==> config.mk <==
export PLATFORM = sky130hd
export DESIGN_NAME = vga_timing_gen
export DESIGN_NICKNAME = d
export VERILOG_FILES = /design/src/rtl/vga_timing_pkg.sv /design/src/rtl/vga_axis_counter.sv /design/src/rtl/vga_timing_gen.sv
export SDC_FILE = /design/constraint.sdc
export NUM_CORES = 1
export LEC_CHECK = 0
export BUFFER_PORTS_ARGS = -buffer_cell sky130_fd_sc_hd__buf_4
export CORE_MARGIN = 1
export CORE_UTILIZATION = 45
export CTS_CLUSTER_DIAMETER = 60
export CTS_CLUSTER_SIZE = 25
export DETAILED_ROUTE_END_ITERATION = 8
export PLACE_DENSITY = 0.65
export SLEW_MARGIN = 30
export SYNTH_ARGS = -nofsm -noshare
export SYNTH_HDL_FRONTEND = slang
export SYNTH_HIERARCHICAL = 1
export SYNTH_SLANG_ARGS = --single-unit
==> constraint.sdc <==
create_clock -name clk -period 4.2 [get_ports clk]
set_input_delay 0.21 -clock clk [delete_from_list [all_inputs] [get_ports clk]]
set_output_delay 0.21 -clock clk [all_outputs]
set_load 0.05 [all_outputs]
==> src/rtl/vga_timing_pkg.sv <==
// Shared timing types and helpers for the dual-mode VGA timing generator.
// Mode 0 / mode 1 selection constants and per-axis limit derivation live here.
package vga_timing_pkg;

   typedef struct packed {
      logic [15:0] view;
      logic [15:0] front;
      logic [15:0] sync;
      logic [15:0] back;
      logic        pol;
   } axis_timing_t;

   typedef struct packed {
      logic [15:0] max;
      logic [15:0] sync_start;
      logic [15:0] sync_end;
   } axis_limits_t;

   localparam logic MODE_0 = 1'b0;
   localparam logic MODE_1 = 1'b1;

   function automatic axis_timing_t make_timing(input int view, input int front,
                                                input int sync, input int back,
                                                input int pol);
      axis_timing_t t;
      t.view  = 16'(view);
      t.front = 16'(front);
      t.sync  = 16'(sync);
      t.back  = 16'(back);
      t.pol   = (pol != 0);
      return t;
   endfunction

   // sync window is [sync_start, sync_end); max is the last position of the axis
   function automatic axis_limits_t axis_limits(input axis_timing_t t);
      axis_limits_t l;
      l.sync_start = t.view + t.front;
      l.sync_end   = l.sync_start + t.sync;
      l.max        = l.sync_end + t.back - 16'd1;
      return l;
   endfunction

endpackage

==> src/rtl/vga_axis_counter.sv <==
// One axis (horizontal or vertical) of the VGA timing generator: position
// counter with wrap, registered sync and blank flags aligned to the position.
module vga_axis_counter
   import vga_timing_pkg::*;
#(
   parameter int W = 11
) (
   input  logic         clk,
   input  logic         reset,
   input  logic         adv,
   input  logic [W-1:0] cur_max,
   input  logic [W-1:0] view,
   input  logic [W-1:0] sync_start,
   input  logic [W-1:0] sync_end,
   input  logic         pol,
   output logic [W-1:0] pos,
   output logic         at_max,
   output logic [W-1:0] pos_nxt,
   output logic         in_view_nxt,
   output logic         sync,
   output logic         blank
);

   logic sync_act_s;

   assign at_max = (pos == cur_max);

   // Next position; the limits (view/sync/pol) already belong to the mode in effect at pos_nxt
   always_comb begin
      if (reset) begin
         pos_nxt = '0;
      end else if (adv && at_max) begin
         pos_nxt = '0;
      end else if (adv) begin
         pos_nxt = pos + W'(1);
      end else begin
         pos_nxt = pos;
      end
      in_view_nxt = (pos_nxt < view);
      sync_act_s  = (pos_nxt >= sync_start) && (pos_nxt < sync_end);
   end

   // Position and flags registered together so they never skew
   always_ff @(posedge clk) begin
      if (reset) begin
         pos   <= '0;
         sync  <= ~pol;
         blank <= 1'b0;
      end else begin
         pos   <= pos_nxt;
         sync  <= sync_act_s ^ ~pol;
         blank <= ~in_view_nxt;
      end
   end

endmodule

==> src/rtl/vga_timing_gen.sv <==
// Dual-mode VGA timing generator; mode_req is adopted only at the frame boundary.
// Optional `VGA_TIMING_BORDER_EN adds a registered debug border flag.
module vga_timing_gen
   import vga_timing_pkg::*;
#(
   parameter int HW         = 11,
   parameter int VW         = 10,
   parameter int M0_H_VIEW  = 426,
   parameter int M0_H_FRONT = 38,
   parameter int M0_H_SYNC  = 13,
   parameter int M0_H_BACK  = 73,
   parameter int M0_V_VIEW  = 720,
   parameter int M0_V_FRONT = 5,
   parameter int M0_V_SYNC  = 5,
   parameter int M0_V_BACK  = 20,
   parameter int M0_HPOL    = 1,
   parameter int M0_VPOL    = 1,
   parameter int M1_H_VIEW  = 640,
   parameter int M1_H_FRONT = 16,
   parameter int M1_H_SYNC  = 96,
   parameter int M1_H_BACK  = 48,
   parameter int M1_V_VIEW  = 480,
   parameter int M1_V_FRONT = 10,
   parameter int M1_V_SYNC  = 2,
   parameter int M1_V_BACK  = 33,
   parameter int M1_HPOL    = 0,
   parameter int M1_VPOL    = 0
) (
   input  logic          clk,
   input  logic          reset,
   input  logic          mode_req,
   output logic          mode,
   output logic          hsync,
   output logic          vsync,
   output logic [HW-1:0] hpos,
   output logic [VW-1:0] vpos,
   output logic          hmax,
   output logic          vmax,
   output logic          visible,
   output logic          hblank,
   output logic          vblank,
   output logic          frame_start
`ifdef VGA_TIMING_BORDER_EN
   ,
   output logic          border
`endif
);

   localparam axis_timing_t M0_H = make_timing(M0_H_VIEW, M0_H_FRONT, M0_H_SYNC, M0_H_BACK, M0_HPOL);
   localparam axis_timing_t M0_V = make_timing(M0_V_VIEW, M0_V_FRONT, M0_V_SYNC, M0_V_BACK, M0_VPOL);
   localparam axis_timing_t M1_H = make_timing(M1_H_VIEW, M1_H_FRONT, M1_H_SYNC, M1_H_BACK, M1_HPOL);
   localparam axis_timing_t M1_V = make_timing(M1_V_VIEW, M1_V_FRONT, M1_V_SYNC, M1_V_BACK, M1_VPOL);
   localparam axis_limits_t M0_HL = axis_limits(M0_H);
   localparam axis_limits_t M0_VL = axis_limits(M0_V);
   localparam axis_limits_t M1_HL = axis_limits(M1_H);
   localparam axis_limits_t M1_VL = axis_limits(M1_V);

   if ((int'(M0_HL.max) >= (1 << HW)) || (int'(M1_HL.max) >= (1 << HW)) ||
       (int'(M0_VL.max) >= (1 << VW)) || (int'(M1_VL.max) >= (1 << VW))) begin : g_bad_timing
      $error("vga_timing_gen: mode timing does not fit HW/VW counter width");
   end

   logic          mode_nxt_s;
   logic [HW-1:0] h_cur_max_s, h_view_s, h_ss_s, h_se_s, hpos_nxt_s;
   logic [VW-1:0] v_cur_max_s, v_view_s, v_ss_s, v_se_s, vpos_nxt_s;
   logic          h_pol_s, v_pol_s, h_in_view_s, v_in_view_s;

   // Mode adopted at the wrap from (H_MAX,V_MAX) to (0,0); reset forces mode 0
   always_comb begin
      if (reset) begin
         mode_nxt_s = MODE_0;
      end else if (hmax && vmax) begin
         mode_nxt_s = mode_req;
      end else begin
         mode_nxt_s = mode;
      end
   end

   // Wrap limits follow the current mode, window limits follow the next mode
   always_comb begin
      case (mode)
         MODE_1: begin
            h_cur_max_s = HW'(M1_HL.max);
            v_cur_max_s = VW'(M1_VL.max);
         end
         default: begin
            h_cur_max_s = HW'(M0_HL.max);
            v_cur_max_s = VW'(M0_VL.max);
         end
      endcase
      case (mode_nxt_s)
         MODE_1: begin
            h_view_s = HW'(M1_H.view);
            h_ss_s   = HW'(M1_HL.sync_start);
            h_se_s   = HW'(M1_HL.sync_end);
            h_pol_s  = M1_H.pol;
            v_view_s = VW'(M1_V.view);
            v_ss_s   = VW'(M1_VL.sync_start);
            v_se_s   = VW'(M1_VL.sync_end);
            v_pol_s  = M1_V.pol;
         end
         default: begin
            h_view_s = HW'(M0_H.view);
            h_ss_s   = HW'(M0_HL.sync_start);
            h_se_s   = HW'(M0_HL.sync_end);
            h_pol_s  = M0_H.pol;
            v_view_s = VW'(M0_V.view);
            v_ss_s   = VW'(M0_VL.sync_start);
            v_se_s   = VW'(M0_VL.sync_end);
            v_pol_s  = M0_V.pol;
         end
      endcase
   end

   vga_axis_counter #(.W(HW)) u_h (
      .clk         (clk),
      .reset       (reset),
      .adv         (1'b1),
      .cur_max     (h_cur_max_s),
      .view        (h_view_s),
      .sync_start  (h_ss_s),
      .sync_end    (h_se_s),
      .pol         (h_pol_s),
      .pos         (hpos),
      .at_max      (hmax),
      .pos_nxt     (hpos_nxt_s),
      .in_view_nxt (h_in_view_s),
      .sync        (hsync),
      .blank       (hblank)
   );

   vga_axis_counter #(.W(VW)) u_v (
      .clk         (clk),
      .reset       (reset),
      .adv         (hmax),
      .cur_max     (v_cur_max_s),
      .view        (v_view_s),
      .sync_start  (v_ss_s),
      .sync_end    (v_se_s),
      .pol         (v_pol_s),
      .pos         (vpos),
      .at_max      (vmax),
      .pos_nxt     (vpos_nxt_s),
      .in_view_nxt (v_in_view_s),
      .sync        (vsync),
      .blank       (vblank)
   );

   // Mode, visible and frame strobe registered from next-state values
   always_ff @(posedge clk) begin
      if (reset) begin
         mode        <= MODE_0;
         visible     <= 1'b1;
         frame_start <= 1'b1;
      end else begin
         mode        <= mode_nxt_s;
         visible     <= h_in_view_s && v_in_view_s;
         frame_start <= (hpos_nxt_s == '0) && (vpos_nxt_s == '0);
      end
   end

`ifdef VGA_TIMING_BORDER_EN
   logic [HW-1:0] h_border_end_s;
   logic [VW-1:0] v_border_end_s;

   assign h_border_end_s = h_view_s + HW'(8);
   assign v_border_end_s = v_view_s + VW'(8);

   // Debug frame: first 8 pixels/lines of the front porches just past the view
   always_ff @(posedge clk) begin
      if (reset) begin
         border <= 1'b0;
      end else begin
         border <= !(h_in_view_s && v_in_view_s) &&
                   (hpos_nxt_s < h_border_end_s) && (vpos_nxt_s < v_border_end_s);
      end
   end
`endif

endmodule
==> results.json <==
{
  "num_antenna_cells": 0,
  "tightest_slew_ns": 0.569,
  "yosysSeqAreaShare": 0.178,
  "peakVddDrop_mv": 0.107,
  "vias": 2863,
  "dieHeight_um": 85.7,
  "grt_usage": 0.216,
  "gp_congestion": 0.882,
  "fin_skew_ns": 0.00506,
  "cts_buffers": 3,
  "clkTransAtPathRegs_ns": 0.10,
  "min_path_type": "in -> reg",
  "rr_endpoint": "u_v/sync$_DFF_P_",
  "maxCapViolCount": 0,
  "r2r-start": "mode$_SDFF_PP0_",
  "start_kind": "flip-flop",
  "seqPwrFrac": 0.546,
  "synthFlopType": "dfxtp_1",
  "finalMaxSlewViolations": 0,
  "clock_latency_ns": 0.28,
  "drcViolationCount": 0,
  "ctsRootBufferMaster": "clkbuf_8",
  "synth_area_um2": 3160,
  "grt-ovfl-total": 0,
  "p_leak_nw": 2.07,
  "outcome": "finished clean",
  "firstDrtPassIters": 5,
  "ys_types": 54,
  "io_buffers": 32,
  "setup-violations-final": 0,
  "fin_total_pwr_w": 0.000495,
  "clock.fmax_ghz": 0.264,
  "start_util": 0.464,
  "clock_power_share": 0.302,
  "ff2ff_setup_slack_ns": 0.41,
  "whs_path_depth": 2,
  "mostFrequentLayoutCell": "inv_1",
  "dpl.hpwl_um": 6070,
  "grt_pass1_vias": 2529,
  "drtAntennaViolNets": 0,
  "finalHoldViolCount": 0,
  "slew-limit-headroom": 0.619,
  "fin_ws_ns": 0.413,
  "ctsHtreeMaxLevel": 1,
  "hold_ws_ns": 0.216,
  "synth-edff-count": 0,
  "wirelength_um": 7580,
  "viasPerCell": 5.01,
  "top_level_ports": 33,
  "avgSynthCellArea_um2": 7.89,
  "p_switching_w": 0.000136,
  "ys_ff_latch": 28,
  "post-route-cell-area_um2": 3700,
  "yosys_warnings": 6,
  "wl_per_cell_um": 13.2,
  "fp-row-count": 30,
  "antenna_found_initial": 0,
  "holdPathEnd": "mode$_SDFF_PP0_",
  "drtIter0Drc": 138,
  "final_nets": 542,
  "endpoint_kind": "flip-flop",
  "intPower_w": 0.000359,
  "syn_to_final_growth_pct": 17.4,
  "hold_buffers": 0,
  "core_um2": 6790,
  "cts_tree": "done",
  "pwr_density_cell_nw_per_um2": 134,
  "tns_ns": 0,
  "dieWidth_um": 85.7,
  "die-area_um2": 7350,
  "place_area_um2": 3660,
  "crit_fanout": 7,
  "mostFrequentLayoutCells": "inv_1 (64), ha_1 (61), nor2_1 (52)",
  "grt_max_degree": 24,
  "min_period_ns": 3.79,
  "cts.sinks": 28,
  "cp.required_ns": 4.41,
  "ys_async_sr_fraction": 0,
  "syn_inst": 400,
  "critPathKind": "reg -> reg",
  "combPwrFrac": 0.152,
  "rsz0062_at_grt": "false",
  "crit_arrival_ns": 3.99,
  "clockBufferDepth": 2,
  "swShare": 0.275,
  "r2r_cells": 16,
  "fin_crit_sh": 0.902,
  "pre_cts_ws_ns": 0.329,
  "grt_pass1_wl_um": 12500,
  "hold_path_startpoint": "reset",
  "drive_above_1_share": 0.116
}
==> per-layer routing <==
metal | track usage | wire (um)
met4 | 0.0500 | 88
met1 | 0.284 | 3550
met3 | 0.0269 | 217
met5 | 0 | 0
met2 | 0.375 | 3720
==> critical path, stage by stage, from the launching register on <==
cell and delay, ns:
dfxtp_2 0.42, inv_1 0.17, xor2_1 0.20, nor4_1 0.23, nand4_1 0.22, inv_2 0.18, and3_1 0.24, and4_1 0.26
nand3_1 0.11, xor2_1 0.18, nor2_1 0.27, ha_1 0.30, o21ai_0 0.19, nor2_1 0.07, o311ai_1 0.35, nor4_1 0.11
a211oi_2 0.21
==> cells by family (layout without fill, tap and decap cells) <==
logic type | Yosys count | after routing | share of synthesized area
AOI/OAI and AO/OA | 74 | 74 | 0.172
buffers and inverters | 72 | 105 | 0.0963
and+or+nand+nor | 122 | 122 | 0.193
other | 2 | 45 | 0.00238
xor gates and xnor gates | 39 | 39 | 0.111
DFF | 28 | 28 | 0.178
muxes | 2 | 2 | 0.00634
adders and majority gates | 61 | 61 | 0.242
==> worst max path at each step <==
stage / start / to / slack (ns) / depth (start not counted)
3_3_place_gp: mode$_SDFF_PP0_ / u_v/sync$_DFF_P_ / 0.41 / 16
2_1_floorplan: mode$_SDFF_PP0_ / u_v/sync$_DFF_P_ / 0.01 / 17
6_report: mode$_SDFF_PP0_ / u_v/sync$_DFF_P_ / 0.41 / 16
4_1_cts: mode$_SDFF_PP0_ / u_v/sync$_DFF_P_ / 0.29 / 16
3_5_place_dp: mode$_SDFF_PP0_ / u_v/sync$_DFF_P_ / 0.33 / 16
5_1_grt: mode$_SDFF_PP0_ / u_v/sync$_DFF_P_ / 0.04 / 16
==> power by group through the flow <==
stage                     Combinational (W)  Sequential, W  Clock [W]
final                             0.0000752       0.000270   0.000149
after global routing              0.0000855       0.000271   0.000166
after CTS                         0.0000727       0.000270   0.000155
after detailed placement          0.0000724       0.000276          0
after global placement            0.0000712       0.000276          0
after floorplan                   0.0000507       0.000285          0
==> what timing repair did <==
item | in CTS | in global routing
setup buffers | 0 | 0
resized for setup | 0 | 2
setup endpoints to repair | 0 | 2
==> synth_stat cells, types with 2 or more instances <==
cell type  number  area (um^2)
inv_1          64          240
ha_1           61          763
nor2_1         52          195
dfxtp_1        28          561
xor2_1         26          228
nand4_1        18          113
a21oi_1        16         80.1
nand2_1        16         60.1
o21ai_0        13         65.1
xnor2_1        12          105
a21o_1         10         75.1
nor4_1          7         43.8
nand3_1         6         30.0
a211oi_1        5         37.5
and3_1          4         25.0
nor3_1          4         20.0
buf_2           3         15.0
nand2b_1        3         18.8
o31a_1          3         26.3
a2111oi_0       2         17.5
a211o_1         2         17.5
a221oi_1        2         17.5
and4_1          2         17.5
and4_2          2         20.0
buf_8           2         30.0
conb_1          2         7.51
mux2i_1         2         20.0
nor3b_1         2         15.0
o2111ai_1       2         17.5
o21a_1          2         15.0
o21ai_1         2         10.0
o41a_1          2         22.5
or4_4           2         22.5
==> through the flow <==
step,cells,utilization
finish,572,0.545
floorplan,443,-
CTS,572,0.545
detailed placement,569,0.539
global route,572,0.545
global placement,569,0.539
==> area by class of cell <==
cell class | instances | area [um^2]
Fill cell | 657 | 3090
Multi-Input combinational cell | 343 | 2460
Tap cell | 96 | 120
Inverter | 65 | 244
Clock buffer | 3 | 41.3
Sequential cell | 28 | 562
Timing Repair Buffer | 37 | 278
==> flip-flops by register name, indices dropped and copies added, names as in the netlist <==
name,cells
mode,1
u_v/pos,10
u_h/sync,1
u_v/blank,1
u_h/pos,11
frame_start,1
u_v/sync,1
u_h/blank,1
visible,1
Power figures use the tool's default switching activity.
